===== config.mk =====
export PLATFORM = sky130hd
export DESIGN_NAME = keypad_scan
export DESIGN_NICKNAME = d
export VERILOG_FILES = /design/src/rtl/keypad_scan.sv
export SDC_FILE = /design/constraint.sdc
export NUM_CORES = 1
export LEC_CHECK = 0
export CAP_MARGIN = 10
export CORE_UTILIZATION = 55
export CTS_BUF_LIST = sky130_fd_sc_hd__clkbuf_4
export DETAILED_ROUTE_END_ITERATION = 12
export DONT_BUFFER_PORTS = 1
export PLACE_DENSITY = 0.66
export SLEW_MARGIN = 15
export SYNTH_ARGS = -nofsm -noshare
export SYNTH_HDL_FRONTEND = slang
export SYNTH_SLANG_ARGS = --single-unit

===== constraint.sdc =====
create_clock -name orgclk -period 5.7 [get_ports orgclk]
set_clock_uncertainty 0.05 [all_clocks]
set_input_delay 0.57 -clock orgclk [delete_from_list [all_inputs] [get_ports orgclk]]
set_output_delay 0.57 -clock orgclk [all_outputs]
set_load 0.03 [all_outputs]

===== src/rtl/keypad_scan.sv =====
// rtl/keypad_scan.sv - debounced 4x4 matrix keypad scanner with valid/ack key handoff
module keypad_scan #(
  parameter int unsigned DEBOUNCE = 4
) (
  input  logic       orgclk,
  input  logic       reset,
  input  logic       hz512,
  input  logic [3:0] row,
  output logic [3:0] col,
  output logic [3:0] key_code,
  output logic       key_valid,
  input  logic       key_ack,
  output logic       key_down,
  output logic       key_ovr
);

  typedef enum logic [1:0] {RES_NONE = 2'd0, RES_KEY = 2'd1, RES_MULTI = 2'd2} res_t;
  typedef enum logic {IDLE = 1'b0, PRESSED = 1'b1} state_t;

  logic [3:0] row_m;
  logic [3:0] row_s;
  logic       hz512_d;
  logic       tick;
  logic [1:0] col_idx;
  logic [1:0] acc_cnt;
  logic [3:0] acc_code;
  res_t       prev_res;
  logic [3:0] prev_code;
  logic [3:0] stable_cnt;
  state_t     state;

  logic [3:0] hit;
  logic [2:0] col_cnt;
  logic [1:0] row_first;
  logic [1:0] base_cnt;
  logic [3:0] base_code;
  logic [1:0] frame_cnt;
  logic [3:0] frame_code;
  res_t       res;
  logic [3:0] res_code;
  logic [3:0] next_stable;
  logic       frame_end;
  logic       debounced;
  logic       accept;
  logic       rel_done;

  assign tick = hz512 & ~hz512_d;
  assign col  = ~(4'b0001 << col_idx);

  // Frame accumulator only needs to distinguish 0, 1 and "more than one" keys.
  always_comb begin
    hit     = ~row_s;
    col_cnt = {2'b00, hit[0]} + {2'b00, hit[1]} + {2'b00, hit[2]} + {2'b00, hit[3]};
    if (hit[0])      row_first = 2'd0;
    else if (hit[1]) row_first = 2'd1;
    else if (hit[2]) row_first = 2'd2;
    else             row_first = 2'd3;

    base_cnt   = (col_idx == 2'd0) ? 2'd0 : acc_cnt;
    base_code  = (col_idx == 2'd0) ? 4'd0 : acc_code;
    frame_cnt  = base_cnt;
    frame_code = base_code;
    if (col_cnt != 3'd0) begin
      if (base_cnt == 2'd0) begin
        frame_cnt  = (col_cnt == 3'd1) ? 2'd1 : 2'd2;
        frame_code = {col_idx, row_first};
      end else begin
        frame_cnt = 2'd2;
      end
    end

    case (frame_cnt)
      2'd0:    res = RES_NONE;
      2'd1:    res = RES_KEY;
      default: res = RES_MULTI;
    endcase
    // Code is zeroed for NONE/MULTI so those results compare equal frame to frame.
    res_code = (res == RES_KEY) ? frame_code : 4'd0;

    if (res == prev_res && res_code == prev_code)
      next_stable = (stable_cnt == 4'd15) ? 4'd15 : stable_cnt + 4'd1;
    else
      next_stable = 4'd1;

    frame_end = tick && (col_idx == 2'd3);
    debounced = (next_stable == 4'(DEBOUNCE));
    accept    = frame_end && (state == IDLE) && (res == RES_KEY) && debounced;
    rel_done  = frame_end && (state == PRESSED) && (res == RES_NONE) && debounced;
  end

  always_ff @(posedge orgclk or posedge reset) begin
    if (reset) begin
      row_m      <= 4'hF;
      row_s      <= 4'hF;
      hz512_d    <= 1'b0;
      col_idx    <= 2'd0;
      acc_cnt    <= 2'd0;
      acc_code   <= 4'd0;
      prev_res   <= RES_NONE;
      prev_code  <= 4'd0;
      stable_cnt <= 4'd0;
    end else begin
      row_m   <= row;
      row_s   <= row_m;
      hz512_d <= hz512;
      if (tick) begin
        col_idx  <= col_idx + 2'd1;
        acc_cnt  <= frame_cnt;
        acc_code <= frame_code;
        if (col_idx == 2'd3) begin
          prev_res   <= res;
          prev_code  <= res_code;
          stable_cnt <= next_stable;
        end
      end
    end
  end

  always_ff @(posedge orgclk or posedge reset) begin
    if (reset) begin
      state     <= IDLE;
      key_code  <= 4'd0;
      key_valid <= 1'b0;
      key_down  <= 1'b0;
      key_ovr   <= 1'b0;
    end else begin
      if (key_ack && key_valid) begin
        key_valid <= 1'b0;
        key_ovr   <= 1'b0;
      end
      case (state)
        IDLE: begin
          // An accept overrides a same-cycle ack; overrun only if the old key was unclaimed.
          if (accept) begin
            state     <= PRESSED;
            key_down  <= 1'b1;
            key_valid <= 1'b1;
            key_code  <= res_code;
            if (key_valid && !key_ack) key_ovr <= 1'b1;
          end
        end
        PRESSED: begin
          if (rel_done) begin
            state    <= IDLE;
            key_down <= 1'b0;
          end
        end
        default: state <= IDLE;
      endcase
    end
  end

endmodule


## Yosys cells after proc, flatten, opt, wreduce, memory -nomap -nowiden

Index checks and enable logic that the tools add are counted.

- Flip-flop bits (word level): 35
- Input port bits: 8
- Output and inout port bits: 11
- Logic and storage cells: 81

- $add $sub $neg: 5
- Equality and inequality tests: 10
- Shift-type cells: 1
- Multiplexer cells: 27
- Bitwise logic cells: 5
- Reduce and logical (&&, ||, !) cells: 19

Operators with widths:

| operator | count |
|---|---|
| $mux W4 | 6 |
| $mux W1 | 12 |
| $mux W2 | 6 |
| $logic_and A1 B1 Y1 | 10 |
| $logic_not A2 Y1 | 4 |
| $not A4 Y4 | 2 |
| $reduce_and A2 Y1 | 3 |
| $add A4 B1 Y4 const B | 1 |
| $eq A2 B1 Y1 const B | 2 |
| $eq A4 B3 Y1 const B | 1 |
| $eq A4 B4 Y1 | 1 |
| $eq A4 B4 Y1 const B | 1 |
| $pmux W1 S2 | 2 |
| $pmux W2 S2 | 1 |
| $shl A1 B2 Y4 const A | 1 |
| $add A2 B1 Y3 | 1 |
| $add A3 B1 Y3 | 1 |
| $eq A3 B1 Y1 const B | 1 |
| $reduce_bool A3 Y1 | 1 |
| $add A1 B1 Y2 | 1 |
| $add A2 B1 Y2 const B | 1 |
| $eq A2 B2 Y1 | 1 |
| $eq A2 B2 Y1 const B | 1 |
| $ne A2 B1 Y1 const B | 1 |
| 4 further kinds | 5 |

## Depth between registers and ports, before layout

- Depth after elaboration: 19
- Depth in mapped cells: 11
- Depth with buffers taken out: 11

## Worst setup path after synthesis

No wires, ideal clock.

- Kind: register to register
- Start: reg row_s[0]
- End: reg key_code[0]
- Setup time: 0.125 ns
- Arrival time: 3.384 ns
- Required time: 5.525 ns
- Setup slack: 2.141 ns
- Stages on the path, launching flop included: 12
- Buffers on the path: 0
- Period minus slack after synthesis: 3.559 ns
- Cell sequence: dfstp_2 -> fa_1 -> inv_1 -> ha_1 -> ha_1 -> or3_4 -> nand2_4 -> a31oi_4 -> a2111o_1 -> nor4_4 -> nand2_4 -> mux2_4

- Longest elaborated chain between the ends: 18
- Elaborated cells between the ends (all ways): 25
- Those cells by class: 3 x add/sub; 6 x eq/ne; 9 x mux; 1 x bitwise; 6 x reduce/logical

RTL lines:

| what | line | text |
|---|---|---|
| start: declaration | 21 | `logic [3:0] row_s;` |
| start signal: assignment | 104 | `row_s <= row_m;` |
| $not A4 Y4 (*) | 52 | `hit = ~row_s;` |
| $add A1 B1 Y2 | 53 | `col_cnt = {2'b00, hit[0]} + {2'b00, hit[1]} + {2'b00, hit[2]} + {2'b00, hit[3]};` |
| $add A2 B1 Y3 | 53 |  |
| $add A3 B1 Y3 | 53 |  |
| $eq A3 B1 Y1 | 65 | `frame_cnt = (col_cnt == 3'd1) ? 2'd1 : 2'd2;` |
| $mux W2 | 65 |  |
| $mux W2 | 64 | `if (base_cnt == 2'd0) begin` |
| $mux W2 | 63 | `if (col_cnt != 3'd0) begin` |
| [2 not listed] | -- |  |
| $eq A2 B1 Y1 | 78, 87 |  |
| $mux W4 | 78 | `res_code = (res == RES_KEY) ? frame_code : 4'd0;` |
| $eq A4 B4 Y1 | 80 | `if (res == prev_res && res_code == prev_code)` |
| $logic_and A1 B1 Y1 | 80 |  |
| $mux W4 | 80 |  |
| $eq A4 B3 Y1 | 86 | `debounced = (next_stable == 4'(DEBOUNCE));` |
| $logic_and A1 B1 Y1 | 87 | `accept = frame_end && (state == IDLE) && (res == RES_KEY) && debounced;` |
| $reduce_and A2 Y1 (no line) | -- |  |
| end signal: assignment | 138 | `key_code <= res_code;` |
| end: declaration | 10 | `output logic [3:0] key_code,` |

Every way passes the cells marked *; elsewhere a longest branch is shown, timed or not.
A chain may end at the register's enable or synchronous reset.

## Worst setup path after layout

Ends and elaborated chain as after synthesis.

==> impl_metrics.env <==
export IMPL_status="completed"
export IMPL_cts_buffers=5
export IMPL_rows=20
export IMPL_totalPowerFinal_mw=0.898
export IMPL_synth_seq_cells=35
export IMPL_die_area_um2=3560
export IMPL_pre_cts_slack_ps=1910
export IMPL_fmax_ghz=0.264
export IMPL_dpl_cell_area_um2=1870
export IMPL_place_port_buffers=0
export IMPL_clkLatencyLatePin_ps=350
export IMPL_die_h_um=59.7
export IMPL_final_setup_tns_ps=0
export IMPL_postSynthAreaPerCell_um2=10.3
export IMPL_syn_nets=194
export IMPL_cts_repair_resized=0
export IMPL_min_path_type="input port to asynchronous set/reset pin"
export IMPL_area_growth_pct=5.54
export IMPL_final_cell_mix="dfrtp_1, inv_1, nand2_1"
export IMPL_cts_sinks=35
export IMPL_grt_pass1_vias=1257
export IMPL_yosys_area_top_type_share_pct=36.9
export IMPL_grtUsageTotal_pct=22.6
export IMPL_htreeDepth=2
export IMPL_synthTopCellsByArea="dfrtp_1, dfstp_2, ha_1"
export IMPL_fin_nets=199
export IMPL_clk_pin_slew_ps=120
export IMPL_timing_final_crit_share_pct=66.6
export IMPL_io_pins=19
export IMPL_netlist_area_um2=1830
export IMPL_async_flop_share_pct=100
export IMPL_setup_ws_ps=1910
export IMPL_max_stage_delay_ps=540
export IMPL_drive_gt1_share_pct=16.4
export IMPL_crit_arrival_ps=3980
export IMPL_grt_max_degree=36
export IMPL_fin_cells=227
export IMPL_die_width_um=59.7
export IMPL_start_kind="flop"
export IMPL_core_area_um2=3100
export IMPL_diodes=0
export IMPL_hold_violations=0
export IMPL_worstSetupStartpoint="row_s[0]"
export IMPL_crit_type="flop to flop"
export IMPL_relSlewSlack_pct=47.3
export IMPL_fin_area_um2=1930
export IMPL_r2r_start="row_s[0]"
export IMPL_place_gp_congestion=0.875
export IMPL_leakagePower_nw=0.864
export IMPL_mostFrequentLayoutCell="dfrtp_1"
export IMPL_dp_cells=219
export IMPL_drc_errors=0
export IMPL_synth_edf_count=0
export IMPL_yosys_most_used_dff="dfrtp_1"
export IMPL_wl_per_cell_um=15.4
export IMPL_syn_inst=177
export IMPL_utilization_pct=62.2
export IMPL_gr_total_overflow=0
export IMPL_crit_path_end_kind="flop"
export IMPL_seq_area_frac_synth_pct=48.4
export IMPL_path_max_fanout=9
export IMPL_worstPathCellList="fa_1 -> inv_1 -> ha_1 -> ha_1 -> or3_4 -> nand2_4 -> a31oi_4 -> a2111o_1 -> nor4_4 -> nand2_4 -> mux2_4"
export IMPL_max_slew_worst_pin_slew_ps=788
export IMPL_post_cts_buffers=0
export IMPL_slowest_stage="nor4_4"
export IMPL_layout_min_cycle_time_ps=3790
export IMPL_rsz0062_at_grt="no"
export IMPL_wl_mm=3.49
export IMPL_ctsHoldBuffers=0
export IMPL_initial_utilization_pct=59.0
export IMPL_vias=1317
export IMPL_slew_violations=0
export IMPL_cts_root_buf="clkbuf_4"
export IMPL_peakVddDrop_v=0.000228
export IMPL_via_per_inst=5.80
export IMPL_cp_required_ps=5880
export IMPL_power_density_nw_per_um2=465
export IMPL_yosysUniqueCellTypes=50
export IMPL_place_hpwl_mm=2.59
export IMPL_drv_cap=0
export IMPL_setup_viol=0
export IMPL_drtPass1Iterations=4
export IMPL_ys_warn_count=0
export IMPL_drt_iter0_markers=74
export IMPL_grt_antenna_before_repair=0
export IMPL_ant_nets=0
export IMPL_hold_ws_ps=141
export IMPL_cts_buffer_depth=2
export IMPL_cts_tree="built"
export IMPL_synth_top_area_cell="dfrtp_1"
export IMPL_grt_pass1_wl_mm=5.80
==> synthesized netlist by cell type, types with 2 or more instances <==
cell type / count
dfrtp_1: 27
inv_1: 18
nand2_1: 16
o21ai_0: 13
nor2_1: 11
a21oi_1: 9
dfstp_2: 8
ha_1: 8
nand3_1: 6
nand2b_1: 4
nor3_1: 4
a211oi_1: 3
a32oi_1: 3
mux2i_1: 3
o22ai_1: 3
a2bb2oi_1: 2
clkbuf_1: 2
mux2_2: 2
nand2_4: 2
o211ai_1: 2
xnor2_1: 2
==> cells by family after synthesis <==
logic type               count (synthesis)  synth area share (%)
XOR/XNOR                                 3                  1.44
multiplexers                             6                  3.69
flip-flops                              35                  48.4
AND/OR/NAND/NOR                         55                  16.5
AO/OA/AOI/OAI                           48                  18.7
buffers and inverters                   21                  4.72
adder cells (fa/ha/maj)                  9                  6.57
==> flip-flops by register name, indices dropped and copies added, names as in the netlist, 4 cells and up, named ones only <==
signal / cells
acc_code: 4
key_code: 4
prev_code: 4
row_m: 4
row_s: 4
stable_cnt: 4
==> critical path, delay by kind of cell (launching register included) <==
| kind | cells | cell delay, ps |
|---|---|---|
| and+or+nand+nor | 4 | 1200 |
| adders and majority gates | 3 | 1040 |
| AOI/OAI and AO/OA | 2 | 610 |
| DFF | 1 | 410 |
| muxes | 1 | 320 |
| buffers and inverters | 1 | 40 |
==> power by group <==
part	total (mW)	switching (mW)	internal, mW
combinational	0.408	0.261	0.147
clock	0.135	0.0875	0.0470
sequential	0.356	0.0523	0.303
total	0.898	0.401	0.497
==> final timing paths <==
kind | depth (start not counted) | to | slack [ps]
min in group orgclk | 0 | row_m[3] | 160
hold / removal | 2 | prev_code[0] | 140
hold reg to reg | 0 | row_s[0] | 300
setup reg to reg | 11 | key_code[0] | 1910
max in group asynchronous | 2 | row_s[1] | 5120
setup / recovery | 11 | key_code[0] | 1910
==> layout make-up <==
| class | instances | area, um2 |
|---|---|---|
| sequential | 35 | 886 |
| clock buffer | 5 | 37.5 |
| fill | 293 | 1170 |
| timing repair buffer | 1 | 7.51 |
| clock inverter | 3 | 20.0 |
| multi-input combinational | 121 | 857 |
| inverter | 18 | 67.6 |
| tap | 44 | 55.1 |
==> routing by layer <==
metal  vias to the layer above  track usage (%)  wire length [um]
met2                        41             34.1              1570
met3                         7             6.93               185
met4                         0             5.98                46
met1                       627             31.7              1680
met5                         -                0                 0
li1                        642                -                 -
(Power assumes the default switching activity.)
